===== config.mk =====
export PLATFORM = sky130hd
export DESIGN_NAME = pipe_control
export DESIGN_NICKNAME = d
export VERILOG_FILES = /design/src/rtl/pipe_control.sv
export SDC_FILE = /design/constraint.sdc
export NUM_CORES = 1
export LEC_CHECK = 0
export CORE_MARGIN = 4
export CORE_UTILIZATION = 48
export CTS_CLUSTER_DIAMETER = 50
export DETAILED_ROUTE_END_ITERATION = 16
export GPL_ROUTABILITY_DRIVEN = 0
export HOLD_SLACK_MARGIN = 0.12
export PLACE_DENSITY = 0.79
export SLEW_MARGIN = 40
export SYNTH_ARGS = -nofsm -noshare
export SYNTH_HDL_FRONTEND = slang
export SYNTH_SLANG_ARGS = --single-unit

===== constraint.sdc =====
create_clock -name clk -period 2.4 [get_ports clk]
set_clock_uncertainty 0.15 [all_clocks]
set_input_delay 0.24 -clock clk [delete_from_list [all_inputs] [get_ports clk]]
set_output_delay 0.24 -clock clk [all_outputs]
set_load 0.005 [all_outputs]

===== src/rtl/pipe_control.sv =====
// Pipelined control unit for the 16-bit myMIPS core: decodes the ID word and carries a
// control bundle through ID/EX, EX/MEM and MEM/WB, with load-use stall and transfer flush.
module pipe_control #(
  parameter int unsigned       REG_AW       = 4,
  parameter int unsigned       FLUSH_CYCLES = 2,
  parameter logic [REG_AW-1:0] RA_ADDR      = 4'hF
) (
  input  logic              clk,
  input  logic              rst,
  input  logic [15:0]       instr,
  input  logic              beq_eq,
  output logic              rom_rd,
  output logic              stall,
  output logic              flush,
  output logic [REG_AW-1:0] addr_rs,
  output logic [REG_AW-1:0] addr_rt,
  output logic [5:0]        ex_imm,
  output logic [2:0]        ex_shamt,
  output logic [2:0]        ex_alu_cmd,
  output logic              ex_op2_sel,
  output logic              ex_shamt_sel,
  output logic [1:0]        pc_sel,
  output logic              mem_ram_rd,
  output logic              mem_ram_wr,
  output logic              wb_wr,
  output logic [REG_AW-1:0] wb_waddr,
  output logic [1:0]        wb_sel
);

  localparam int unsigned CntW = $clog2(FLUSH_CYCLES) + 1;

  localparam logic [3:0] OpR    = 4'h0;
  localparam logic [3:0] OpAddi = 4'h1;
  localparam logic [3:0] OpSlti = 4'h3;
  localparam logic [3:0] OpLw   = 4'h4;
  localparam logic [3:0] OpSw   = 4'h5;
  localparam logic [3:0] OpBeq  = 4'h6;
  localparam logic [3:0] OpJ    = 4'h7;
  localparam logic [3:0] OpJal  = 4'h8;

  localparam logic [2:0] AluAdd = 3'b000;
  localparam logic [2:0] AluSub = 3'b001;
  localparam logic [2:0] AluSll = 3'b010;
  localparam logic [2:0] AluSlt = 3'b011;
  localparam logic [2:0] AluSrl = 3'b100;
  localparam logic [2:0] AluAnd = 3'b101;
  localparam logic [2:0] AluOr  = 3'b110;
  localparam logic [2:0] AluEq  = 3'b111;

  typedef struct packed {
    logic [5:0]        imm;
    logic [2:0]        shamt;
    logic [2:0]        alu_cmd;
    logic              op2_sel;
    logic              shamt_sel;
    logic              is_beq;
    logic              is_j;
    logic              is_jr;
    logic              ram_rd;
    logic              ram_wr;
    logic              wr;
    logic [REG_AW-1:0] waddr;
    logic [1:0]        wb_sel;
  } ctrl_t;

  logic [3:0]        op;
  logic [2:0]        fc;
  logic [REG_AW-1:0] f_rs, f_rt, f_rd;

  assign op   = instr[15:12];
  assign fc   = instr[2:0];
  assign f_rs = REG_AW'(instr[11:9]);
  assign f_rt = REG_AW'(instr[8:6]);
  assign f_rd = REG_AW'(instr[5:3]);

  // run_q marks that the ROM word is live; it stays low until the first edge after reset.
  logic            run_q;
  logic [CntW-1:0] cnt_q, cnt_d;
  ctrl_t           ex_q, ex_d;
  logic            mem_rd_q, mem_wr_q, mem_rf_wr_q;
  logic [REG_AW-1:0] mem_waddr_q;
  logic [1:0]      mem_sel_q;
  logic            wb_wr_q;
  logic [REG_AW-1:0] wb_waddr_q;
  logic [1:0]      wb_sel_q;

  ctrl_t dec;
  logic  rd_rs, rd_rt, is_bubble;

  always_comb begin
    dec       = '0;
    rd_rs     = 1'b0;
    rd_rt     = 1'b0;
    dec.imm   = instr[5:0];
    dec.shamt = instr[5:3];
    case (op)
      OpR: begin
        if (fc == 3'd7) begin
          dec.is_jr = 1'b1;
          rd_rs     = 1'b1;
        end else if (fc == 3'd5 || fc == 3'd6) begin
          dec.alu_cmd   = (fc == 3'd5) ? AluSll : AluSrl;
          dec.op2_sel   = 1'b1;
          dec.shamt_sel = 1'b1;
          dec.wr        = 1'b1;
          dec.waddr     = f_rs;
          rd_rt         = 1'b1;
        end else begin
          dec.wr    = 1'b1;
          dec.waddr = f_rd;
          rd_rs     = 1'b1;
          rd_rt     = 1'b1;
          case (fc)
            3'd0:    dec.alu_cmd = AluAdd;
            3'd1:    dec.alu_cmd = AluSub;
            3'd2:    dec.alu_cmd = AluAnd;
            3'd3:    dec.alu_cmd = AluOr;
            default: dec.alu_cmd = AluSlt;
          endcase
        end
      end
      OpAddi, OpSlti, OpLw: begin
        dec.alu_cmd = (op == OpSlti) ? AluSlt : AluAdd;
        dec.op2_sel = 1'b1;
        dec.wr      = 1'b1;
        dec.waddr   = f_rt;
        rd_rs       = 1'b1;
        if (op == OpLw) begin
          dec.ram_rd = 1'b1;
          dec.wb_sel = 2'd1;
        end
      end
      OpSw: begin
        dec.op2_sel = 1'b1;
        dec.ram_wr  = 1'b1;
        rd_rs       = 1'b1;
        rd_rt       = 1'b1;
      end
      OpBeq: begin
        dec.alu_cmd = AluEq;
        dec.is_beq  = 1'b1;
        rd_rs       = 1'b1;
        rd_rt       = 1'b1;
      end
      OpJ: dec.is_j = 1'b1;
      OpJal: begin
        dec.is_j   = 1'b1;
        dec.wr     = 1'b1;
        dec.waddr  = RA_ADDR;
        dec.wb_sel = 2'd2;
      end
      default: ;
    endcase
    // Anything without an effect, or whose only effect is a write to r0, is a bubble.
    is_bubble = !(dec.wr || dec.ram_wr || dec.is_beq || dec.is_j || dec.is_jr) ||
                (dec.wr && dec.waddr == '0);
    if (is_bubble) begin
      dec   = '0;
      rd_rs = 1'b0;
      rd_rt = 1'b0;
    end
  end

  logic load_use, transfer;

  always_comb begin
    pc_sel = 2'd0;
    if (ex_q.is_jr)                 pc_sel = 2'd3;
    else if (ex_q.is_j)             pc_sel = 2'd2;
    else if (ex_q.is_beq && beq_eq) pc_sel = 2'd1;
  end

  assign transfer = (pc_sel != 2'd0);
  assign load_use = ex_q.ram_rd && ((rd_rs && f_rs == ex_q.waddr) ||
                                    (rd_rt && f_rt == ex_q.waddr));
  assign flush    = transfer || (cnt_q != '0);
  assign stall    = run_q && load_use && !flush;
  assign rom_rd   = run_q && !stall;
  assign addr_rs  = run_q ? f_rs : '0;
  assign addr_rt  = run_q ? f_rt : '0;

  always_comb begin
    cnt_d = cnt_q;
    if (transfer)            cnt_d = CntW'(FLUSH_CYCLES - 1);
    else if (cnt_q != '0)    cnt_d = cnt_q - 1'b1;
    ex_d = (run_q && !stall && !flush) ? dec : '0;
  end

  always_ff @(posedge clk or negedge rst) begin
    if (!rst) begin
      run_q       <= 1'b0;
      cnt_q       <= '0;
      ex_q        <= '0;
      mem_rd_q    <= 1'b0;
      mem_wr_q    <= 1'b0;
      mem_rf_wr_q <= 1'b0;
      mem_waddr_q <= '0;
      mem_sel_q   <= '0;
      wb_wr_q     <= 1'b0;
      wb_waddr_q  <= '0;
      wb_sel_q    <= '0;
    end else begin
      run_q       <= 1'b1;
      cnt_q       <= cnt_d;
      ex_q        <= ex_d;
      mem_rd_q    <= ex_q.ram_rd;
      mem_wr_q    <= ex_q.ram_wr;
      mem_rf_wr_q <= ex_q.wr;
      mem_waddr_q <= ex_q.waddr;
      mem_sel_q   <= ex_q.wb_sel;
      wb_wr_q     <= mem_rf_wr_q;
      wb_waddr_q  <= mem_waddr_q;
      wb_sel_q    <= mem_sel_q;
    end
  end

  assign ex_imm       = ex_q.imm;
  assign ex_shamt     = ex_q.shamt;
  assign ex_alu_cmd   = ex_q.alu_cmd;
  assign ex_op2_sel   = ex_q.op2_sel;
  assign ex_shamt_sel = ex_q.shamt_sel;
  assign mem_ram_rd   = mem_rd_q;
  assign mem_ram_wr   = mem_wr_q;
  assign wb_wr        = wb_wr_q;
  assign wb_waddr     = wb_waddr_q;
  assign wb_sel       = wb_sel_q;

endmodule


==> results of run 1 <==
cell type report:
type	count	share of cell area
Clock buffer	7	0.0291
Clock inverter	1	0.00169
Inverter	3	0.00379
Multi-Input combinational cell	124	0.308
Sequential cell	42	0.354
Tap cell	50	0.0211
Timing Repair Buffer	94	0.282
final timing paths:
check | to | slack (ns)
setup reg to reg | ex_shamt[1]$_DFF_PN0_ | 0.37
setup / recovery | rom_rd | 0.06
hold / removal | mem_sel_q[1]$_DFF_PN0_ | 0.19
min in group asynchronous | ex_shamt[1]$_DFF_PN0_ | 0.31
max in group asynchronous | ex_q[1]$_DFF_PN0_ | 1.42
hold reg to reg | mem_sel_q[1]$_DFF_PN0_ | 0.19
power breakdown:
group / switching [W] / internal, W / leakage, nW
Clock: 0.000225 / 0.000232 / 0.0482
Combinational: 0.000196 / 0.000212 / 0.725
Sequential: 0.0000197 / 0.000746 / 0.579
state kept, by name (all words and copies together), names as in the netlist:
signal / flops
ex_q: 12
ex_imm: 4
mem_waddr_q: 4
wb_waddr: 4
ex_alu_cmd: 3
cnt_q: 2
ex_shamt: 2
mem_sel_q: 2
wb_sel: 2
ex_op2_sel: 1
ex_shamt_sel: 1
mem_ram_rd: 1
mem_ram_wr: 1
mem_rf_wr_q: 1
run_q: 1
wb_wr: 1
routing by layer:
metal / part of all wire / global-route usage / vias to the layer above
li1: - / - / 795
met3: 0.068 / 0.0432 / 9
met2: 0.51 / 0.326 / 58
met1: 0.41 / 0.239 / 793
met4: 0.014 / 0.0503 / 0
met5: 0 / 0 / -
cells by family (layout without fill, tap and decap cells):
family,Yosys count,after routing,synth area share
AOI/OAI and AO/OA,26,26,0.0972
xor gates and xnor gates,10,10,0.0453
adders and majority gates,1,1,0.00596
buffers and inverters,27,105,0.0900
DFF,42,42,0.501
muxes,3,3,0.0161
other,2,3,0.00358
and+or+nand+nor,81,81,0.241
synth_stat cells (2+ instances only):
cell type,instances
nor3b_2,2
o21bai_1,2
dfrtp_1,42
o21ai_0,3
nand2b_1,6
nor3_2,7
buf_2,4
nand2_1,11
xor2_1,8
a222oi_1,2
mux2_2,3
or2_2,2
nor4_1,4
o21a_1,2
nor2b_1,2
nand3_1,7
buf_4,17
nor2_1,9
or3_1,2
inv_1,3
conb_1,2
nor3_1,7
a21oi_1,7
and2_1,8
nor3b_1,5
o31a_1,2
timing repair:
item | in CTS | in global routing
endpoints found under the setup margin | 2 | 2
pin swaps | 5 | 5
setup buffers | 3 | 4
hold endpoints to repair | 42 | 0
hold buffers | 1 | 0
resized for setup | 29 | 7
per-stage QoR:
step | area, sq um | hold WS (ns) | worst slack, ns | utilization | cells
2_1_floorplan | 2100 | -0.206 | 0.262 | - | 193
3_3_place_gp | 2760 | 0.182 | -0.608 | 0.670 | 305
3_5_place_dp | 2760 | 0.0990 | -0.575 | 0.671 | 305
4_1_cts | 2920 | 0.197 | 0.00113 | 0.708 | 317
5_1_grt | 2970 | 0.201 | 0.00388 | 0.721 | 321
6_report | 2970 | 0.192 | 0.0590 | 0.721 | 321
==> impl_summary.md, run 1 <==
Floorplanning
The floorplan step defined a die boundary enclosing 5490 sq um. The overall die height is 74.1 microns. The floorplan has 23 rows.

In this run the count of I/O pins placed on the die edge is 55. The floorplan step defined a core boundary enclosing 4120 sq um. The starting density of the core is 0.510. The die is 74.1 microns wide.

Final layout
The register area is 1050 sq um. The multi-input combinational cell area is 916 sq um. The area growth from synthesis to layout is 41.5%. The fill cell total of the finished layout is 313. The layout net count is 290. In the final layout, the share of cells above drive strength 1 is 0.314.

The library cell used most frequently in the layout, excluding fill and tap cells, is dfrtp_1. The number of inserted diodes is 0. In the layout the commonest cells are dfrtp_1 (42), clkdlybuf4s50_1 (39), buf_4 (39), nand2_1 (11), nor2_1 (9).

Power and ir drop
The power per standard cell area is 549 nW/um^2. The total power of the final layout is 0.00163 W. The leakage power is 1.35 nW. Across the VDD grid, the largest voltage drop is 0.283 mV.

Critical path
On the worst path, the slowest cell contributes a delay of 0.41 ns. The reg-to-reg startpoint is cnt_q[0]$_DFFE_PN0N_. Traced cell by cell, the critical path runs through xor2_1 > nor4_2 > o21ai_2 > and2_4 > o31a_1 > buf_2. By startpoint and endpoint, the worst setup path is classified as reg -> out. The critical-path cell with the highest stage delay is dfrtp_1. The largest fanout on the critical path is 3.

Counting both buffers and inverters, the worst setup path holds a total of 1. The arrival time reported for the critical path endpoint is 1.95 ns. In this design, the largest share of critical-path delay is due to simple AND/OR/NAND/NOR gates. The cell depth of the worst flop-to-flop path is 7. The required time of the critical path is 2.01 ns. The worst setup path is captured at an output pin. The start point of the critical path is ex_q[4]$_DFF_PN0_. The worst setup path is launched from a flip-flop. The logic depth of the worst path, buffers included is 6.

Synthesis
Counting flops with an async set or reset pin after synthesis yields a share of 1.00. During synthesis, Yosys emitted a total of 0 warnings. The most used flip-flop cell after synthesis is dfrtp_1. The synthesized cell area is 2100 sq um. In this run, synthesis produced a sequential element count of 42.

Sorting the synthesized cells by area gives the leading types as dfrtp_1 (50%), buf_4 (6.1%), nor3_2 (3.3%). In this run, synthesis inferred 0 flip-flops with an integrated enable. The synthesized instance count is 192. The share of synthesized area in the top cell type comes to 0.501. Of the synthesized area, sequential elements account for 0.501. Counting distinct cell types in the post-synthesis netlist gives 49. The post-synthesis cell type with the largest combined area is dfrtp_1. Each instance of the synthesized netlist takes up on average 10.9 sq um.

Global route
The initial antenna violation count is 0. The via count of the first global-routing pass is 1,617. The maximum number of pins on one net before global-route repair is 43. The global routing usage summed across all routing layers is 0.189. The first global-routing pass estimated 7.81 mm of wire. The total grt overflow is 0.

Timing
The total of endpoints with negative setup slack in the final report is 0. The hold violation count in the final report is 0. The total negative slack is 0 ns.

The routed design could run at a clock period as short as 2.34 ns. Of the available clock period, the critical path in the final layout requires 0.975. The total count of max-transition violations in the final report is 0. Setup repair after global routing left no endpoint under its margin. The actual slew at the worst max-slew pin is 0.512 ns. The remaining max-slew budget at the tightest pin is 0.659.

The highest attainable clock frequency is 0.427 GHz.

Worst hold path
The tightest min-delay check is of the reg -> reg type. The launch instance of the worst min-delay path is ex_q[1]$_DFF_PN0_. Counting instances, the worst hold path has a depth of 0.

Drt
Using the TritonRoute via totals, the vias-per-cell ratio works out to 5.16. The violation count after the first detailed-routing iteration is 102. The post-detailed-route DRC marker count is 0. After detailed routing, the average wire length per cell comes to 15.0 microns. For this block, the routed nets add up to 4.81 mm of wire. The count of nets left with antenna violations once routing finished came out at 0.

The number of detailed-routing iterations run before antenna repair is 5. Across all layers, the routed design uses 1,655 vias.

Clocking
The clock latency on the worst-skew pair is 0.29 ns. CTS built an H-tree with a depth of 2. TritonCTS created 5 clock buffers.

The tree is rooted in a clkbuf_8. The TritonCTS clock tree is built. Clock-pin slew was measured on the worst setup and hold paths at 0.07 ns. The tree built by TritonCTS fans out to 42 sinks.

The deepest clock path buffer count is 2.

Place
Detailed placement finished with a half-perimeter wire length of 3.61 mm. The count of buffers from port buffering is 52.

Job
The tool flagged a number of max-cap violations equal to 0.

Outcome
The run finished with clean final reports.
No activity file was read; power rests on OpenSTA's default activity.
==> inputs of run 2 (changes only) <==
CTS_BUF_LIST = sky130_fd_sc_hd__clkbuf_16   (was unset)
MAX_ROUTING_LAYER = met4   (was unset)
PLACE_DENSITY = unset   (was 0.79)
PLACE_DENSITY_LB_ADDON = 0.25   (was unset)
==> run 2 against run 1 <==
  * Sequential power about the same
  * Worst hold slack gained 0.0035 ns
  * First-iteration DRC count decreased by 8.8%
  * Global-route usage is 1.3 points higher
  * Register-to-register slack about the same
  * Wire length rose by 0.79%
==> impl_summary.md, run 2 (synthesis gave the netlist of run 1 again) <==
Outcome
Outcome: completed (unchanged).

Timing
The total of endpoints with negative setup slack in the final report came to 0 (unchanged). The share of the clock period used by the worst path is 0.971 (was 0.975). The hold violation count in the final report came to 0 (unchanged). The remaining max-slew budget at the tightest pin is 0.662 (was 0.659). The worst path setup slack after routing is 0.0689 ns (was 0.0590 ns). The highest attainable clock frequency was 0.429 GHz (was 0.427 GHz). The total count of max-transition violations in the final report is 0 (unchanged). The actual slew at the worst max-slew pin was 0.507 ns (was 0.512 ns). Unrepaired setup endpoints after global routing: false (unchanged). The post-layout minimum cycle time is 2.33 ns (was 2.34 ns).

Clocking
The TritonCTS sink count is 42 (unchanged). The TritonCTS clock tree is built (unchanged). The clock root buffer is clkbuf_16 (was clkbuf_8). The H-tree depth reported by CTS is 2 (unchanged). The deepest clock path buffer count is 2 (unchanged). The clock-pin slew on the worst setup and hold paths is 0.06 ns (was 0.07 ns). The clock latency on the worst-skew pair is 0.28 ns (was 0.29 ns). The number of clock buffers inserted by TritonCTS is 5 (unchanged).

Critical path
The start point of the critical path is instr[13] (was ex_q[4]$_DFF_PN0_). Cell Chain, Critical Path: dlygate4sd2_1 > or4_4 > nor2b_4 > o21ai_2 > and2_4 > o31a_1 > buf_2 (was xor2_1 > nor4_2 > o21ai_2 > and2_4 > o31a_1 > buf_2). The largest stage delay on the critical path is 0.58 ns (was 0.41 ns). The largest fanout on the critical path was 4 (was 3). The reg-to-reg startpoint is cnt_q[0]$_DFFE_PN0N_ (unchanged). The startpoint class of the critical path is a primary input (was flip-flop). The worst setup path category is in -> out (was reg -> out).

The cell depth of the worst flop-to-flop path came to 7 (unchanged). The setup slack on the worst flop-to-flop path is 0.38 ns (was 0.37 ns). The critical-path cell with the highest stage delay is or4_4 (was dfrtp_1). The critical path endpoint was rom_rd (unchanged).

The worst reg2reg path endpoint is ex_imm[5]$_DFF_PN0_ (was ex_shamt[1]$_DFF_PN0_). The required time of the critical path is 2.01 ns (about the same). The endpoint kind of the worst setup timing path was an output pin (unchanged). The arrival time reported for the critical path endpoint was 1.94 ns (was 1.95 ns).

Drt
The total wire length after detailed routing is 4.85 mm (was 4.81 mm). The violation count after the first detailed-routing iteration is 93 (was 102). The number of vias per cell after detailed routing is 5.24 (was 5.16). The post-detailed-route DRC marker count came to 0 (unchanged). The number of detailed-routing iterations run before antenna repair is 4 (was 5).

The detailed-route via count is 1,699 (was 1,655). The number of nets with antenna violations after routing was 0 (unchanged). The wire length per cell was 15.0 microns (about the same).

Place
The cell total after placement came to 310 (was 305). The count of buffers from port buffering is 52 (unchanged). The post-placement setup slack is -0.582 ns (was -0.575 ns).

The estimated wirelength of the detail-placed design is 3.46 mm (was 3.61 mm).

Global route
The total grt overflow came to 0 (unchanged). The global routing usage summed across all routing layers is 0.202 (was 0.189). The maximum number of pins on one net before global-route repair is 43 (unchanged). The global-route wire length before repair is 8.09 mm (was 7.81 mm). The initial antenna violation count is 0 (unchanged). The via count of the first global-routing pass is 1,660 (was 1,617).

Power and ir drop
The power per standard cell area was 628 nW/um^2 (was 549 nW/um^2). The worst-case vdd ir drop was 0.338 mV (was 0.283 mV). The leakage power came to 1.38 nW (was 1.35 nW).

Final layout
The number of inserted diodes is 0 (unchanged). Top library cells by usage in the layout, fill and taps aside: dfrtp_1 (42), buf_4 (42), clkdlybuf4s50_1 (37), nand2_1 (11) (was dfrtp_1 (42), clkdlybuf4s50_1 (39), buf_4 (39), nand2_1 (11), nor2_1 (9)). The number of standard cells in the layout, taps in and fillers out came to 324 (was 321).

The area growth from synthesis to layout came to 45.7% (was 41.5%). The layout net count is 293 (was 290). The flip-flop count of the largest register after layout came to 12 (unchanged).

The register containing the most flip-flops in the final layout is ex_q (unchanged). The proportion of layout cells with a drive suffix above 1 is 0.325 (was 0.314).

Floorplanning
The die outline area is 5490 sq um (unchanged). The cell row count is 23 (unchanged). The overall die height came to 74.1 microns (unchanged).

The number of ports placed on the die boundary is 55 (unchanged). The floorplan die width is 74.1 microns (unchanged). The starting density of the core is 0.510 (unchanged). The core box area is 4120 sq um (unchanged).

Worst hold path
The class of the tightest hold or removal check is reg -> reg (unchanged).

Job
The number of maximum-capacitance constraint violations is 0 (unchanged).
run 2: cell types whose count changed in the layout (fill, tap and decap cells not counted), sizes merged:
cell           previous run  this run
buf                      44        47
bufinv                    0         1
dlygate4sd2               6         9
clkinvlp                  0         1
clkinv                    1         0
dlymetal6s2s              3         0
inv                       3         4
clkdlybuf4s50            39        37
run 2: metal layers:
layer  global-route usage  wire length (microns)  vias to the layer above
met3               0.0419                    328                       14
met4               0.0885                    131                        0
met2                0.327                   2370                       69
li1                     -                      -                      808
met1                0.244                   2020                      808
met5                    -                      0                        -
run 2: area by class of cell:
cell class | count | area (sq um)
clock buffer | 5 | 125
timing repair buffer | 97 | 848
multi-input combinational | 124 | 918
fill | 295 | 1060
inverter | 3 | 11.3
clock inverter | 3 | 41.3
tap | 50 | 62.6
sequential | 42 | 1050
run 2: timing repair:
action,4_1_cts,5_1_grt
pin swaps,8,5
hold buffers,1,0
setup endpoints to repair,2,2
setup buffers,4,1
resized for setup,34,6
hold endpoints to repair,42,0
run 2: worst min path at each step:
| stage | start | to | slack (ns) | cells after the start |
|---|---|---|---|---|
| 3_5_place_dp | rst | wb_sel[0]$_DFF_PN0_ | 0.1 | 1 |
| 5_1_grt | ex_q[1]$_DFF_PN0_ | mem_sel_q[1]$_DFF_PN0_ | 0.20 | 0 |
| 4_1_cts | ex_q[1]$_DFF_PN0_ | mem_sel_q[1]$_DFF_PN0_ | 0.19 | 0 |
| 2_1_floorplan | rst | cnt_q[0]$_DFFE_PN0N_ | -0.21 | 0 |
| 6_report | mem_waddr_q[0]$_DFF_PN0_ | wb_waddr[0]$_DFF_PN0_ | 0.20 | 0 |
| 3_3_place_gp | mem_sel_q[0]$_DFF_PN0_ | wb_sel[0]$_DFF_PN0_ | 0.18 | 0 |
run 2: stage by stage:
| step | total power [W] | utilization | hold WS (ns) | instance area, sq um | setup TNS, ns |
|---|---|---|---|---|---|
| after detailed placement | 0.00118 | 0.683 | 0.0995 | 2810 | -3.05 |
| after floorplan | 0.000989 | - | -0.206 | 2100 | 0 |
| after CTS | 0.00193 | 0.744 | 0.194 | 3060 | 0 |
| after global placement | 0.00117 | 0.682 | 0.182 | 2810 | -2.37 |
| after global routing | 0.00202 | 0.743 | 0.200 | 3060 | 0 |
| final | 0.00192 | 0.743 | 0.195 | 3060 | 0 |
run 2: critical path, delay by kind of cell:
kind                   cells  cell delay [ns]
and+or+nand+nor            3             0.94
AOI/OAI and AO/OA          2             0.38
buffers and inverters      2             0.38
run 2: report_power, final:
| part | internal, W | leakage (nW) | switching, W |
|---|---|---|---|
| registers | 0.000747 | 0.579 | 0.0000176 |
| logic | 0.000219 | 0.717 | 0.000193 |
| clock network | 0.000486 | 0.0812 | 0.000258 |
| total | 0.00145 | 1.38 | 0.000468 |
==> inputs of run 3 (changes only) <==
GPL_ROUTABILITY_DRIVEN = unset   (was 0)
SLEW_MARGIN = unset   (was 40)
==> run 3 against run 2 <==
  * Clock power decreased by 0.8%
  * Cell area shrank 1.4%
  * Largest power group unchanged
  * Sequential share of layout area is 0.48 points higher
  * Highest routed layer unchanged
  * Final cell count is 0.62% lower
  * Critical path depth is the same
==> impl_summary.md, run 3 (synthesis gave the netlist of run 1 again) <==
Outcome
Outcome: completed (unchanged).

Place
The post-placement setup slack is -0.577 ns (was -0.582 ns). The estimated wirelength of the detail-placed design was 3.66 mm (was 3.46 mm). The cell total after placement is 308 (was 310). The post-place instance area came to 2780 sq um (was 2810 sq um). The count of buffers from port buffering came to 52 (unchanged). Routability-driven placement finished with a final weighted congestion of 0.885.

Final layout
The register containing the most flip-flops in the final layout was ex_q (unchanged). The leading cell type in the layout, fill and taps excluded is dfrtp_1. The flip-flop count of the largest register after layout is 12 (unchanged). The number of inserted diodes was 0 (unchanged). The multi-input combinational cell area is 906 sq um (was 918 sq um). The proportion of layout cells with a drive suffix above 1 is 0.313 (was 0.325).

The final standard cell utilization of the core is 0.733 (was 0.743). Top library cells by usage in the layout, fill and taps aside: dfrtp_1 (42), buf_4 (40), clkdlybuf4s50_1 (37), nand2_1 (11), nor2_1 (9) (was dfrtp_1 (42), buf_4 (42), clkdlybuf4s50_1 (37), nand2_1 (11)). The number of standard cells in the layout, taps in and fillers out is 322 (was 324). The fill cell total of the finished layout is 300 (was 295). The layout net count is 291 (was 293).

The register area is 1050 sq um (unchanged). The area growth from synthesis to layout is 43.7% (was 45.7%). The cell area after layout is 3020 sq um (was 3060 sq um).

Critical path
The arrival time reported for the critical path endpoint is 1.95 ns (was 1.94 ns). The startpoint class of the critical path is a primary input (unchanged). The largest fanout on the critical path is 4 (unchanged). The cell depth of the worst flop-to-flop path is 7 (unchanged). The worst setup path category is in -> out (unchanged). The required time of the critical path is 2.01 ns (about the same). The endpoint kind of the worst setup timing path is an output pin (unchanged).

Global route
The maximum number of pins on one net before global-route repair is 43 (unchanged). The global-route wire length before repair is 8.29 mm (was 8.09 mm). The total grt overflow is 0 (unchanged). The via count of the first global-routing pass is 1,802 (was 1,660).

The initial antenna violation count came to 0 (unchanged). The global routing usage summed across all routing layers is 0.207 (was 0.202).

Drt
The number of nets with antenna violations after routing was 0 (unchanged). The post-detailed-route DRC marker count is 0 (unchanged). The wire length per cell is 15.6 microns (was 15.0 microns). The detailed-route via count is 1,663 (was 1,699). The number of detailed-routing iterations run before antenna repair is 4 (unchanged). The number of vias per cell after detailed routing is 5.16 (was 5.24).

The total wire length after detailed routing is 5.02 mm (was 4.85 mm). The violation count after the first detailed-routing iteration is 165 (was 93).

Floorplanning
The die outline area came to 5490 sq um (unchanged). The core box area came to 4120 sq um (unchanged). The cell row count was 23 (unchanged). The number of ports placed on the die boundary is 55 (unchanged).

The overall die height came to 74.1 microns (unchanged). The starting density of the core is 0.510 (unchanged). The floorplan die width is 74.1 microns (unchanged).

Timing
The share of the clock period used by the worst path is 0.977 (was 0.971). The hold violation count in the final report is 0 (unchanged). The total of endpoints with negative setup slack in the final report came to 0 (unchanged). Unrepaired setup endpoints after global routing: false (unchanged). The actual slew at the worst max-slew pin was 0.913 ns (was 0.507 ns). The total negative slack is 0 ns (unchanged). The post-layout minimum cycle time is 2.34 ns (was 2.33 ns). The worst path setup slack after routing is 0.0559 ns (was 0.0689 ns). The highest attainable clock frequency was 0.427 GHz (was 0.429 GHz). The remaining max-slew budget at the tightest pin is 0.392 (was 0.662). The total count of max-transition violations in the final report is 0 (unchanged).

Clocking
The TritonCTS sink count is 42 (unchanged). The deepest clock path buffer count is 2 (unchanged). The clock root buffer is clkbuf_16 (unchanged). The number of clock buffers inserted by TritonCTS is 5 (unchanged). The clock-pin slew on the worst setup and hold paths came to 0.06 ns (about the same).

The H-tree depth reported by CTS is 2 (unchanged). The clock latency on the worst-skew pair was 0.27 ns (was 0.28 ns). The TritonCTS clock tree was built (unchanged).

Worst hold path
The cell depth of the worst hold path is 0 (unchanged). The class of the tightest hold or removal check is reg -> reg (unchanged).

Power and ir drop
The leakage power is 1.36 nW (was 1.38 nW). The worst-case vdd ir drop is 0.301 mV (was 0.338 mV). The power per standard cell area came to 630 nW/um^2 (was 628 nW/um^2).

Job
The number of maximum-capacitance constraint violations is 0 (unchanged).
==> run 3: cell count changes in the layout (fill, tap and decap cells not counted), sizes merged <==
cell and change:
buf -1, clkbuf -1, dlygate4sd2 -1, clkdlybuf4s15 +1
==> run 3: report_power, final <==
group	switching, W	internal, W
clock	0.000252	0.000486
sequential	0.0000189	0.000747
combinational	0.000192	0.000206
total	0.000462	0.00144
==> run 3: path summary, 6_finish.rpt <==
path | start | endpoint | slack (ns)
worst max register to register | cnt_q[0]$_DFFE_PN0N_ | ex_op2_sel$_DFF_PN0_ | 0.40
worst min-delay path | ex_q[6]$_DFF_PN0_ | mem_rf_wr_q$_DFF_PN0_ | 0.19
max in group asynchronous | rst | cnt_q[1]$_DFFE_PN0N_ | 1.04
worst max-delay path | instr[12] | stall | 0.06
worst min register to register | ex_q[6]$_DFF_PN0_ | mem_rf_wr_q$_DFF_PN0_ | 0.19
min in group asynchronous | rst | wb_sel[0]$_DFF_PN0_ | 0.49
==> run 3: final cells by class <==
class                   count  area share
inverters                   3     0.00373
clock buffers               5      0.0415
flip-flops and latches     42       0.349
repair buffers             95       0.271
multi-input cells         124       0.300
clock inverters             3      0.0137
well taps                  50      0.0207
==> run 3: timing repair <==
item                                    CTS  global route
gates resized for setup                  36             4
pin swaps                                10             4
hold buffers                              1             0
buffers inserted                          5             0
hold endpoints to repair                 42             0
endpoints found under the setup margin    2             2
==> run 3: critical path, stage by stage <==
cell             delay [ns]
dlygate4sd2_1          0.25
or4_4                  0.58
nor2b_4                0.19
a311oi_4               0.11
buf_4                  0.15
nor3_2                 0.19
clkdlybuf4s15_1        0.23
==> run 3: per-stage QoR <==
| step | total power [W] | hold WS, ns |
|---|---|---|
| 2_1_floorplan | 0.000989 | -0.206 |
| 3_3_place_gp | 0.00116 | 0.182 |
| 3_5_place_dp | 0.00117 | 0.185 |
| 4_1_cts | 0.00192 | 0.197 |
| 5_1_grt | 0.00199 | 0.205 |
| 6_report | 0.00190 | 0.193 |
==> run 3: metal layers <==
| layer | track usage | share of wire | up-vias |
|---|---|---|---|
| met3 | 0.0351 | 0.075 | 8 |
| met4 | 0.0704 | 0.020 | 0 |
| met2 | 0.372 | 0.51 | 64 |
| met1 | 0.230 | 0.39 | 794 |
| li1 | - | - | 797 |
| met5 | - | 0 | - |
